`src/rtl/decode_queue.sv`:
```
// decode_queue: buffered MIPS main-decode stage between fetch and ID/EX.
// Each accepted instruction is decoded on enqueue into a 17-bit control
// bundle and stored with its PC, raw word and delay-slot flag in a
// DEPTH-entry FIFO. Outputs always present the head entry.
//
// Ports:
//   clk, resetn          clock (rising edge), async active-low reset
//   flush                drop all entries and clear delay-slot tracking
//   inst_valid/ready     fetch-side handshake; inst, inst_pc payload
//   dec_valid/ready      consumer-side handshake
//   dec_inst, dec_pc     head instruction word and PC
//   dec_ctrl             head control bundle
//                        [16:0] = regwrite regdst alusrc branch memen memtoreg
//                                 jump jal jr bal hilowrite breakk syscall ri
//                                 eret mtc0 mfc0
//   dec_in_ds            head sits in a branch/jump delay slot
//   count                occupancy
module decode_queue #(
   parameter int unsigned DEPTH      = 4,
   parameter int unsigned PC_W       = 32,
   parameter bit          ENABLE_CP0 = 1'b1
) (
   input  logic                         clk,
   input  logic                         resetn,
   input  logic                         flush,
   input  logic                         inst_valid,
   output logic                         inst_ready,
   input  logic [31:0]                  inst,
   input  logic [PC_W-1:0]              inst_pc,
   output logic                         dec_valid,
   input  logic                         dec_ready,
   output logic [31:0]                  dec_inst,
   output logic [PC_W-1:0]              dec_pc,
   output logic [16:0]                  dec_ctrl,
   output logic                         dec_in_ds,
   output logic [$clog2(DEPTH+1)-1:0]   count
);

   localparam int unsigned PTR_W  = (DEPTH > 1) ? $clog2(DEPTH) : 1;
   localparam int unsigned CNT_W  = $clog2(DEPTH + 1);
   localparam int unsigned CTRL_W = 17;

   // branch | jump | jal | jr | bal
   localparam logic [CTRL_W-1:0] CT_MASK = 17'h02780;

   typedef struct packed {
      logic [31:0]       inst;
      logic [PC_W-1:0]   pc;
      logic [CTRL_W-1:0] ctrl;
      logic              in_ds;
   } entry_t;

   entry_t             mem [DEPTH];
   logic [PTR_W-1:0]   wr_ptr;
   logic [PTR_W-1:0]   rd_ptr;
   logic               lastct;
   logic [CTRL_W-1:0]  enq_ctrl;
   logic               enq;
   logic               deq;
   entry_t             head;

   // Main decoder: raw word to control bundle.
   function automatic logic [CTRL_W-1:0] decode(input logic [31:0] w);
      logic [5:0]        op;
      logic [5:0]        fn;
      logic [4:0]        rs;
      logic [4:0]        rt;
      logic [CTRL_W-1:0] c;
      op = w[31:26];
      rs = w[25:21];
      rt = w[20:16];
      fn = w[5:0];
      c  = 17'h00008;
      case (op)
         6'h00: begin
            case (fn)
               6'h10, 6'h12:                      c = 17'h18040;
               6'h11, 6'h13, 6'h18, 6'h19,
               6'h1a, 6'h1b:                      c = 17'h00040;
               6'h08:                             c = 17'h00100;
               6'h09:                             c = 17'h18100;
               6'h0d:                             c = 17'h00020;
               6'h0c:                             c = 17'h00010;
               default:                           c = 17'h18000;
            endcase
         end
         6'h1c:                                   c = 17'h18000;
         6'h08, 6'h09, 6'h0a, 6'h0b,
         6'h0c, 6'h0d, 6'h0e, 6'h0f:              c = 17'h14000;
         6'h04, 6'h05, 6'h06, 6'h07:              c = 17'h02000;
         6'h01: begin
            case (rt)
               5'h00, 5'h01:                      c = 17'h02000;
               5'h10, 5'h11:                      c = 17'h12080;
               default:                           c = 17'h00000;
            endcase
         end
         6'h02:                                   c = 17'h00400;
         6'h03:                                   c = 17'h10200;
         6'h20, 6'h21, 6'h23, 6'h24, 6'h25:       c = 17'h15800;
         6'h28, 6'h29, 6'h2b:                     c = 17'h05000;
         6'h10: begin
            if (ENABLE_CP0) begin
               if (w == 32'h42000018)             c = 17'h00004;
               else if (rs == 5'b00100)           c = 17'h00002;
               else if (rs == 5'b00000)           c = 17'h10001;
               else                               c = 17'h00008;
            end
         end
         default:                                 c = 17'h00008;
      endcase
      return c;
   endfunction

   // Handshakes and head selection.
   always_comb begin
      enq_ctrl   = decode(inst);
      inst_ready = (count < CNT_W'(DEPTH)) && !flush;
      dec_valid  = (count != '0);
      enq        = inst_valid && inst_ready;
      deq        = dec_valid && dec_ready;
      head       = mem[rd_ptr];
   end

   assign dec_inst  = head.inst;
   assign dec_pc    = head.pc;
   assign dec_ctrl  = head.ctrl;
   assign dec_in_ds = head.in_ds;

   // FIFO storage, pointers, occupancy and delay-slot tracking.
   always_ff @(posedge clk or negedge resetn) begin
      if (!resetn) begin
         mem    <= '{default: '0};
         wr_ptr <= '0;
         rd_ptr <= '0;
         count  <= '0;
         lastct <= 1'b0;
      end else if (flush) begin
         wr_ptr <= '0;
         rd_ptr <= '0;
         count  <= '0;
         lastct <= 1'b0;
      end else begin
         if (enq) begin
            mem[wr_ptr] <= '{inst: inst, pc: inst_pc, ctrl: enq_ctrl, in_ds: lastct};
            wr_ptr      <= PTR_W'(wr_ptr + 1'b1);
            lastct      <= |(enq_ctrl & CT_MASK);
         end
         if (deq) begin
            rd_ptr <= PTR_W'(rd_ptr + 1'b1);
         end
         case ({enq, deq})
            2'b10:   count <= CNT_W'(count + 1'b1);
            2'b01:   count <= CNT_W'(count - 1'b1);
            default: count <= count;
         endcase
      end
   end

endmodule
```
`config.mk`:
```
export PLATFORM = sky130hd
export DESIGN_NAME = decode_queue
export DESIGN_NICKNAME = d
export VERILOG_FILES = /design/src/rtl/decode_queue.sv
export SDC_FILE = /design/constraint.sdc
export NUM_CORES = 1
export LEC_CHECK = 0
export ABC_AREA = 1
export BUFFER_PORTS_ARGS = -buffer_cell sky130_fd_sc_hd__buf_2
export CAP_MARGIN = 20
export CORE_ASPECT_RATIO = 1.5
export CORE_MARGIN = 3
export CORE_UTILIZATION = 55
export DETAILED_ROUTE_END_ITERATION = 10
export GPL_TIMING_DRIVEN = 1
export PLACE_DENSITY_LB_ADDON = 0.15
export SLEW_MARGIN = 30
export SYNTH_ARGS = -nofsm -noshare
export SYNTH_HDL_FRONTEND = slang
export SYNTH_SLANG_ARGS = --single-unit
```
`constraint.sdc`:
```
create_clock -name clk -period 2.2 [get_ports clk]
set_input_delay 0.22 -clock clk [delete_from_list [all_inputs] [get_ports clk]]
set_output_delay 0.22 -clock clk [all_outputs]
set_load 0.01 [all_outputs]
```
# After elaboration in Yosys (flattened, before gate mapping)
# Memory sizes are Yosys's and may differ from the RTL's.
# Cells that the tools add are included.
[totals] register_bits=336 romBits=192 in_bits=69 out_inout_bits=87 wordCells=104 n_memories=1
[memory_table] memory="(name not given)" words=32 width=6 rd=1 rd_clocked_by_memory_dff=0 write_ports=0 line="76" rtl="case (fn)"
[classes] addsub=4 magnitude_cmp=4 n_eq_ne=32 muxes=20 bitwise_logic=3 n_reduce_logical=20
[op_table] cell="328-bit bitwise mux" count=1
[op_table] cell="82-bit 2-to-1 mux" count=3
[op_table] cell="17-bit case mux with 10 select lines" count=1
[op_table] cell="82-bit binary-select mux with 2-bit select" count=1
[op_table] cell="82-bit demux with 2-bit select" count=1
[op_table] cell="17-bit 2-to-1 mux" count=4
[op_table] cell="6-bit by 4-bit equality test with 1-bit output (second input constant)" count=8
[op_table] cell="6-bit equality test (second input constant)" count=8
[op_table] cell="17-bit case mux with 2 select lines" count=1
[op_table] cell="32-bit by 31-bit equality test with 1-bit output (second input constant)" count=1
[op_table] cell="6-bit by 3-bit equality test with 1-bit output (second input constant)" count=4
[op_table] cell="6-bit by 2-bit equality test with 1-bit output (second input constant)" count=2
[op_table] cell="6-bit by 5-bit equality test with 1-bit output (second input constant)" count=2
[op_table] cell="5-bit equality test (second input constant)" count=2
[op_table] cell="5-bit zero test" count=2
[op_table] cell="5-bit OR reduction" count=2
[op_table] cell="2-bit 2-to-1 mux" count=4
[op_table] cell="8-bit OR reduction" count=1
[op_table] cell="6-bit by 1-bit equality test with 1-bit output (second input constant)" count=1
[op_table] cell="3-bit >= comparator (second input constant)" count=2
[op_table] cell="6-bit zero test" count=1
[op_table] cell="2-bit inverter with 3-bit output" count=2
[op_table] cell="3-bit case mux with 2 select lines" count=1
[op_table] cell="3-bit nonzero test" count=2
[op_table] cell="19 further kinds" count=26

# Depth between registers and ports, before layout
# Gate-level depths: netlist of the first run.
[depth] ltp_word=8 mapped_depth=11

# Least setup slack after synthesis of the first run
# No wires, ideal clock.
[synth_path] kind="register to register" from="register count[1]" to="register count[2]" setup_time_ns=0.126 t_arrival_ns=1.631 required_ns=2.074 setup_slack_ns=0.443 stages_incl_launch_ff=12 path_buffers=0 synth_period_minus_slack_ns=1.757 cell_sequence="dfrtp_1 nor2_1 nand2_1 nand2_1 inv_1 nand2_1 inv_1 fa_1 inv_1 a21oi_1 o21ai_0 a21oi_1"
[synth_lines] item="start, declared" line="36" rtl="output logic [$clog2(DEPTH+1)-1:0] count"
[synth_lines] item="start signal, assigned" line="153" rtl="2'b10: count <= CNT_W'(count + 1'b1);"
[synth_lines] item="start signal, assigned" line="154" rtl="2'b01: count <= CNT_W'(count - 1'b1);"
[synth_lines] item="start signal, assigned" line="155" rtl="default: count <= count;"
[synth_lines] item="3-bit nonzero test *" line="119" rtl="dec_valid = (count != '0);"
[synth_lines] item="via dec_valid" line="30" rtl="output logic dec_valid,"
[synth_lines] item="1-bit logical AND *" line="121" rtl="deq = dec_valid && dec_ready;"
[synth_lines] item="2-bit by 1-bit equality test with 1-bit output or 2-bit equality test (tied branches)" line="152" rtl="case ({enq, deq})"
[synth_lines] item="3-bit case mux with 2 select lines" line="152"
[synth_lines] item="3-bit 2-to-1 mux" line="138" rtl="end else if (flush) begin"
# The timed path passes the listed nets; every way through them passes the cells marked *.
# A chain may end at the register's enable or synchronous reset.

# Worst setup path after layout of the first run
[layout_path] from="register rd_ptr[0]" to="output port dec_inst[29]"
[layout_between] elab_chain_cells=4
[layout_lines] item="start, declared" line="55" rtl="logic [PTR_W-1:0] rd_ptr;"
[layout_lines] item="start signal, assigned" line="150" rtl="rd_ptr <= PTR_W'(rd_ptr + 1'b1);"
[layout_lines] item="2-bit inverter with 3-bit output (implied by the code)" line="122" rtl="head = mem[rd_ptr];"
[layout_lines] item="82-bit binary-select mux with 2-bit select" line="122"
[layout_lines] item="82-bit 2-to-1 mux (implied by the code) (2 in series)" line="122"
[layout_lines] item="end, declared" line="32" rtl="output logic [31:0] dec_inst,"
# No other way between the ends. The select of a mux whose other input is x is not followed.

==> impl_metrics.toml, run 1 <==
[sta]
worst_pin_slew_ns = 0.605
tns_ns = -0.00714
setup_viol = 2
fmax_mhz = 453
maxSlewViolCount = 0
final.setup.worst_slack_ns = -0.00549
period_needed_ns = 2.21
rsz0062_at_grt = "yes"
hold_viol_final = 0
relSlewSlack_pct = 59.7
finClkSkew_ns = 0.0125
finalCritPeriodShare_pct = 100

[pwr]
p_per_area_nw_per_um2 = 1360
power_uw = 25300
p_leak_uw = 0.00976
vdd_drop_max_uv = 847

[layout]
n_antenna_cell = 0
final_area_sq_um = 18600
final_cells = 2445
fin_util_pct = 67.9
final_layout_size_suffix_gt1_share_pct = 14.7
syn2layout_area_growth_pct = 21.0
final_nets = 2154

[min_path]
worstHoldPathType = "in2reg"
hold_path_depth = 3

[global_route]
grt_pass1_wl_um = 71000
grt_overflow = 0
grt_pass1_vias = 13700
grt_max_degree = 110
antenna_found_initial = 0
grt_util_all_layers_pct = 29.2

[clock_tree]
clockRootBuffer = "clkbuf_16"
clock_path_buffers = 3
clock-sinks = 336
numCtsBuffers = 34
clk_pin_slew_worst_paths_ns = 0.06
clock_latency_ns = 0.52
cts_tree = "yes"
htreeDepth = 2

[logic_synthesis]
synth_nets = 1983
ys_warn_count = 0
syn_area_sq_um = 15400
yosysTopAreaCell = "dfrtp_1"
synth_top_area_share_pct = 54.6
synth_ff_type = "dfrtp_1"
synthTopCellsByArea = "dfrtp_1, nand2_1, o21ai_0, nor2_1, o22ai_1"
yosysMostFrequentCell = "nand2_1"
syn_avg_cell_area_sq_um = 8.06
synth_edf_count = 0
synthArstFlopShare_pct = 100
netlist_instances = 1909
yosysUniqueCellTypes = 29
synth_seq_cells = 336
yosysSeqAreaShare_pct = 54.6
synthTopCellsByCount = "nand2_1, dfrtp_1, o21ai_0"

[floorplan]
core.rowCount = 74
top_level_ports = 156
dieArea_sq_um = 30100
core_sq_um = 27400
die_h_um = 211
initial_core_util_pct = 56.2
die_w_um = 143

[run_status]
violations = "negative setup slack"
status = "finished with violations"

[placed_design]
dpl.hpwl_um = 25600
io_buffers = 155
finalWeightedCongestion = 0.828
placed_cells = 2314
placed_cell_area_sq_um = 16400

[route]
routed_wl_um = 45400
viasPerCell = 5.68
drtIter0Drc = 1139
drc_errors = 0
ant_nets = 0
wl_per_cell_um = 18.6
num_vias = 13900
firstDrtPassIters = 8

[critical_path]
crit_arrival_ns = 1.99
r2r_cells = 11
regToRegSetupSlack_ns = 0.33
path_class = "reg2out"
worstSetupEndpointType = "output port"
cp-start-kind = "register"
cp.required_ns = 1.98
crit_fanout = 14

[run]
cap_violations = 0
layout make-up:
type                            count  area [sq um]
Sequential cell                   336          8410
Fill cell                        2251          8790
Timing Repair inverter              2          17.5
Clock inverter                     11           180
Multi-Input combinational cell   1409          6170
Inverter                           42           206
Clock buffer                       48           953
Tap cell                          342           428
Timing Repair Buffer              255          2250
cells in the final DEF (no fill, tap or decap), types with 18 or more instances in the layout:
cell / n
nand2_1: 792
dfrtp_1: 334
nor2_1: 182
o21ai_0: 160
buf_2: 154
o21ai_1: 119
o22ai_1: 73
dlygate4sd3_1: 50
clkbuf_16: 47
inv_1: 30
nand3_1: 18
routing by layer:
metal | vias up | track usage, % | share of wire, %
met5 | - | 0 | 0
li1 | 6473 | - | -
met2 | 542 | 50.0 | 50
met3 | 97 | 3.78 | 6.5
met4 | 0 | 9.68 | 2.6
met1 | 6769 | 38.6 | 41
cells by family (layout without fill, tap and decap cells):
family / Yosys count / after routing / synth area share [%]
fa+ha+maj: 5 / 5 / 0.455
flops: 336 / 336 / 54.6
compound gates: 368 / 368 / 12.7
simple gates: 1032 / 1032 / 26.1
mux: 4 / 4 / 0.260
buf+inv: 164 / 358 / 5.91
registers in the layout, summed over array words and instances, names as in the netlist:
| register | flops |
|---|---|
| rd_ptr | 2 |
| mem | 328 |
| wr_ptr | 2 |
| lastct | 1 |
| count | 3 |
through the flow:
| step | hold WS, ns | setup WS (ns) |
|---|---|---|
| floorplan | -0.0756 | 0.443 |
| global placement | 0.206 | 0.297 |
| detailed placement | 0.208 | 0.286 |
| CTS | 0.0243 | -0.0391 |
| global route | 0.0370 | -0.0817 |
| finish | 0.0343 | -0.00549 |
path summary, 6_finish.rpt:
| path | from | end |
|---|---|---|
| worst max-delay path | rd_ptr[0] | dec_inst[29] |
| worst min-delay path | inst_valid | wr_ptr[0] |
| worst max register to register | count[1] | count[2] |
| worst min register to register | mem[187] | mem[187] |
| max in group asynchronous | resetn | mem[282] |
| min in group asynchronous | resetn | mem[313] |
power by group:
group	leakage, uW	internal, uW	switching (uW)	total (uW)
Clock	0.000556	3520	2460	5980
Sequential	0.00438	8520	1310	9830
Combinational	0.00482	3920	5540	9460
Total	0.00976	16000	9310	25300
critical path, stage by stage, from the launching register on:
cell and delay (ns):
dfrtp_4 0.48, buf_12 0.16, buf_12 0.16, buf_16 0.16, o21ai_0 0.21, o22ai_1 0.12
buf_2 0.15
repair_timing:
item                       in CTS  in global routing
setup endpoints to repair      82                 66
hold buffers                   50                  0
resized for setup              16                 66
pin swaps                       1                 10
setup buffers                   2                  5
gates cloned                    1                 15
hold endpoints to repair      248                  0
Note: power is estimated with default switching activity, not from simulation.
==> run 2: changes to the inputs <==
--- a/config.mk
+++ b/config.mk
@@ -12,7 +12,7 @@
 export CORE_MARGIN = 3
 export CORE_UTILIZATION = 55
 export DETAILED_ROUTE_END_ITERATION = 10
-export GPL_TIMING_DRIVEN = 1
+export GPL_TIMING_DRIVEN = 0
 export PLACE_DENSITY_LB_ADDON = 0.15
 export SLEW_MARGIN = 30
 export SYNTH_ARGS = -nofsm -noshare
==> constraint.sdc (replaced) <==
create_clock -name clk -period 2.19 [get_ports clk]
set_input_delay 0.219 -clock clk [delete_from_list [all_inputs] [get_ports clk]]
set_output_delay 0.219 -clock clk [all_outputs]
set_load 0.01 [all_outputs]
==> impl_metrics.toml, run 2 (synthesis gave the netlist of run 1 again) <==
[run_status]
status = "finished with violations"
violations = "negative setup slack"

[min_path]
worstHoldPathType = "in2reg"

[critical_path]
cp.required_ns = 1.97
crit_fanout = 10
worstSetupEndpointType = "output port"
cp-start-kind = "register"
path_class = "reg2out"
crit_arrival_ns = 2.01

[sta]
period_needed_ns = 2.23
hold_viol_final = 0
worst_pin_slew_ns = 0.734
finClkSkew_ns = 0.0154
maxSlewViolCount = 0
setup_viol = 12
relSlewSlack_pct = 50.7
fmax_mhz = 448
rsz0062_at_grt = "yes"
whs_ns = 0.0180
final.setup.worst_slack_ns = -0.0415
finalCritPeriodShare_pct = 102

[pwr]
power.switching_uw = 9860
power_frac_comb_pct = 39.8
clock_power_share_pct = 21.4
power_frac_seq_pct = 38.8
vdd_drop_max_uv = 853
swShare_pct = 38.5
p_per_area_nw_per_um2 = 1340
p_leak_uw = 0.00997
p_int_uw = 15800

[clock_tree]
htreeDepth = 2
cts_tree = "yes"
clock-sinks = 336
clockRootBuffer = "clkbuf_16"
numCtsBuffers = 34
clock_latency_ns = 0.54
clock_path_buffers = 3
clk_pin_slew_worst_paths_ns = 0.06

[global_route]
grt_pass1_wl_um = 78300
grt_util_all_layers_pct = 33.3
grt_pass1_vias = 14600
antenna_found_initial = 0
grt_max_degree = 89
grt_overflow = 0

[layout]
fin_util_pct = 69.8
regMostFlops = "mem"
syn2layout_area_growth_pct = 24.2
final_nets = 2237
multi_input_area_sq_um = 6400
regArea_sq_um = 8410
largest_reg_flops = 328
nFillCells = 2197
layout.cells.most_common = "nand2_1"
final_cell_mix = "nand2_1, dfrtp_1, buf_2"
final_layout_size_suffix_gt1_share_pct = 20.2
reg_top3 = "mem x328, count x3"

[floorplan]
die_w_um = 143
dieArea_sq_um = 30100
initial_core_util_pct = 56.2
top_level_ports = 156
core.rowCount = 74
core_sq_um = 27400
die_h_um = 211

[route]
drtIter0Drc = 1282
viasPerCell = 5.78
firstDrtPassIters = 6
routed_wl_um = 50600
drc_errors = 0
wl_per_cell_um = 20.0
num_vias = 14600
ant_nets = 0

[placed_design]
dpl.hpwl_um = 33500
finalWeightedCongestion = 0.960
io_buffers = 155
post-place-ws_ns = -0.226

[run]
cap_violations = 0
[run 2: cell count changes in the layout (fill, tap and decap cells not counted), sizes merged, moves of 2 or more]
cell and change:
buf +64, bufinv -4, clkinvlp +2, clkbuf +17
clkinv +3, inv -3
[run 2: power by group through the flow]
| stage | clock network [uW] | registers, uW | logic [uW] |
|---|---|---|---|
| after CTS | 5520 | 9780 | 9590 |
| after global placement | 0 | 9770 | 8300 |
| final | 5480 | 9930 | 10200 |
| after global routing | 5750 | 10200 | 11200 |
| after detailed placement | 0 | 9850 | 8510 |
| after floorplan | 0 | 9530 | 5350 |
[run 2: layout make-up]
cell class | count | share of cell area [%]
repair buffers | 218 | 8.13
flip-flops and latches | 336 | 44.0
multi-input cells | 1409 | 33.5
diodes | 1 | 0.0131
clock buffers | 45 | 4.82
plain buffers | 122 | 5.92
well taps | 342 | 2.24
inverters | 42 | 1.01
clock inverters | 11 | 0.432
[run 2: worst max-delay path, stage by stage, from the launching register on]
cell and delay, ns:
dfrtp_2 0.42, buf_8 0.16, clkinv_8 0.09, buf_12 0.15, clkbuf_16 0.16, o21ai_0 0.22, o22ai_1 0.11, buf_2 0.16
[run 2: what timing repair did]
action                                 CTS  global route
pin swaps                               18            32
cloned                                   4             2
gates resized for setup                158           138
hold buffers                            51             0
setup endpoints to repair               82            80
buffers inserted                         3             0
endpoints found under the hold margin  279             0
[run 2: final timing paths]
| kind | slack [ns] | from | cells past startpoint | end |
|---|---|---|---|---|
| max | -0.04 | rd_ptr[0] | 7 | dec_inst[8] |
| min | 0.02 | inst_valid | 3 | wr_ptr[0] |
| max reg2reg | 0.25 | count[0] | 11 | count[2] |
| min reg2reg | 0.47 | mem[108] | 2 | mem[108] |
| max in group asynchronous | 0.59 | resetn | 4 | mem[294] |
| min in group asynchronous | 0.27 | resetn | 2 | mem[78] |
[run 2: per-stage QoR]
stage	TNS (ns)	cells	total power, uW	area (sq um)
2_1_floorplan	0	1909	14900	15400
3_3_place_gp	-1849.39	2406	18100	16600
3_5_place_dp	-4.72	2409	18400	16700
4_1_cts	-0.0573	2523	24900	18800
5_1_grt	-1.41	2525	27100	19100
6_report	-0.201	2526	25600	19100
[run 2: per-layer routing]
layer | wire [um] | share of wire (%) | up-vias | GRT usage, %
met1 | 18400 | 36 | 7016 | 40.0
li1 | - | - | 6646 | -
met3 | 4050 | 8.0 | 182 | 5.62
met2 | 25700 | 51 | 758 | 57.5
met5 | 0 | 0 | - | 0
met4 | 2520 | 5.0 | 0 | 16.7
==> run 3: changes to the inputs <==
--- a/config.mk
+++ b/config.mk
@@ -5,7 +5,6 @@
 export SDC_FILE = /design/constraint.sdc
 export NUM_CORES = 1
 export LEC_CHECK = 0
-export ABC_AREA = 1
 export BUFFER_PORTS_ARGS = -buffer_cell sky130_fd_sc_hd__buf_2
 export CAP_MARGIN = 20
 export CORE_ASPECT_RATIO = 1.5
==> impl_metrics.toml, run 3 <==
[floorplan]
die_h_um = 208
initial_core_util_pct = 56.0
core.rowCount = 73
dieArea_sq_um = 29100
core_sq_um = 26600
top_level_ports = 156
die_w_um = 140

[layout]
largest_reg_flops = 328
regMostFlops = "mem"
syn2layout_area_growth_pct = 22.3
final_nets = 1856
n_antenna_cell = 0
final_layout_size_suffix_gt1_share_pct = 19.3
layout.cells.most_common = "nand2_1"
reg_top3 = "mem x328, count x3"
final_cell_mix = "nand2_1, dfrtp_1, buf_2"
fin_util_pct = 68.5

[route]
drtIter0Drc = 866
routed_wl_um = 40700
viasPerCell = 5.57
num_vias = 11900
firstDrtPassIters = 5
wl_per_cell_um = 19.0
drc_errors = 0
ant_nets = 0

[sta]
finalCritPeriodShare_pct = 103
hold_viol_final = 0
period_needed_ns = 2.26
relSlewSlack_pct = 53.1
worst_pin_slew_ns = 0.703
final.setup.worst_slack_ns = -0.0735
rsz0062_at_grt = "yes"
finClkSkew_ns = 0.0197
maxSlewViolCount = 0
setup_viol = 47
fmax_mhz = 442
tns_ns = -1.05

[critical_path]
crit_chain = "buf_12, buf_12, mux4_2, buf_6"
crit_path_frequent_cell = "buf_12"
worstSetupEndpointType = "output port"
max_stage_delay_ns = 0.58
path_class = "reg2out"
crit_fanout = 10
cp-start-kind = "register"
cp_slowest_cell = "mux4_2"
cp.required_ns = 1.97
crit_arrival_ns = 2.04
regToRegSetupSlack_ns = 0.04

[placed_design]
post-place-ws_ns = -0.190
dpl.hpwl_um = 27200
io_buffers = 151
finalWeightedCongestion = 0.846

[logic_synthesis]
synth_nets = 1607
syn_avg_cell_area_sq_um = 9.71
ys_warn_count = 0
synth_seq_cells = 336
synth_top_area_share_pct = 56.5
syn_area_sq_um = 14900
yosysUniqueCellTypes = 44
synthArstFlopShare_pct = 100
yosysTopAreaCell = "dfrtp_1"
synth_edf_count = 0
yosysMostFrequentCell = "nand2_1"
synth_ff_type = "dfrtp_1"
netlist_instances = 1533
synthTopCellsByCount = "nand2_1, dfrtp_1, mux4_2"
synthTopCellsByArea = "dfrtp_1, nand2_1, mux4_2, o21ai_0, clkbuf_1"
yosysSeqAreaShare_pct = 56.5

[clock_tree]
clk_pin_slew_worst_paths_ns = 0.07
clock_latency_ns = 0.52
htreeDepth = 2
clockRootBuffer = "clkbuf_16"
cts_tree = "yes"
clock-sinks = 336
clock_path_buffers = 3
numCtsBuffers = 34

[min_path]
worstHoldPathType = "in2reg"

[global_route]
grt_max_degree = 83
antenna_found_initial = 0
grt_overflow = 0
grt_util_all_layers_pct = 28.4
grt_pass1_vias = 12400
grt_pass1_wl_um = 65900

[run_status]
status = "finished with violations"
violations = "negative setup slack"

[run]
cap_violations = 0

[pwr]
p_per_area_nw_per_um2 = 1310
p_leak_uw = 0.00921
vdd_drop_max_uv = 937
==> run 3: changes by cell type after synthesis, sizes merged, moves of 5 or more <==
| cell | previous run | this run |
|---|---|---|
| nand2 | 807 | 839 |
| a31oi | 0 | 6 |
| clkbuf | 41 | 69 |
| buf | 81 | 28 |
| inv | 40 | 4 |
| mux4 | 0 | 82 |
| nor2 | 193 | 22 |
| o21ai | 280 | 74 |
| and3 | 0 | 5 |
| nand3 | 21 | 8 |
| o22ai | 81 | 0 |
==> run 3: cells by family after synthesis <==
group                    share of synthesized area [%]
AO/OA/AOI/OAI                                     3.48
XOR/XNOR                                         0.412
adder cells (fa/ha/maj)                          0.471
buffers and inverters                             2.72
flip-flops                                        56.5
multiplexers                                      12.5
AND/OR/NAND/NOR                                   23.9
==> run 3: repair_timing <==
item / 4_1_cts / 5_1_grt
hold endpoints to repair: 388 / 0
setup buffers: 1 / 2
hold buffers: 55 / 0
endpoints found under the setup margin: 92 / 86
gates resized for setup: 69 / 15
==> run 3: critical path, delay by kind of cell, from the launching register on <==
| kind | cells | cell delay (ns) |
|---|---|---|
| buffers and inverters | 3 | 0.51 |
| DFF | 1 | 0.42 |
| muxes | 1 | 0.58 |
==> run 3: worst paths after layout <==
check | startpoint | end | cells past startpoint
worst max-delay path | rd_ptr[0] | dec_inst[5] | 4
worst min-delay path | inst[23] | mem[155] | 3
worst max register to register | count[1] | count[2] | 7
worst min register to register | mem[148] | mem[148] | 2
max in group asynchronous | resetn | mem[63] | 4
min in group asynchronous | resetn | mem[105] | 2
==> run 3: final cells by class <==
type                            instances  area [sq um]
Tap cell                              337           422
Timing Repair Buffer                  213          1590
Sequential cell                       336          8410
Buffer                                 97           523
Multi-Input combinational cell       1096          6090
Fill cell                            2039          8360
Inverter                                4          15.0
Clock inverter                          9          70.1
Clock buffer                           52          1100
==> run 3: layer usage <==
metal | wire [um] | track usage [%] | part of all wire, %
met5 | 0 | 0 | 0
met2 | 21000 | 48.2 | 52
met4 | 1230 | 9.96 | 3.0
met1 | 15700 | 37.2 | 39
met3 | 2750 | 4.61 | 6.8
==> run 3: metrics by stage <==
step / power, uW / hold slack, ns / instance area, sq um / cells
6_report: 23800 / 0.0326 / 18200 / 2144
4_1_cts: 23800 / 0.0143 / 18200 / 2142
5_1_grt: 25300 / 0.0186 / 18200 / 2144
3_3_place_gp: 16800 / 0.451 / 16100 / 2021
2_1_floorplan: 14400 / -0.0766 / 14900 / 1533
3_5_place_dp: 17200 / 0.117 / 16200 / 2025
==> run 3: report_power, final <==
group          total [uW]  internal [uW]  switching [uW]
registers            9870           8570            1300
clock network        6000           3590            2410
logic                7930           3970            3960
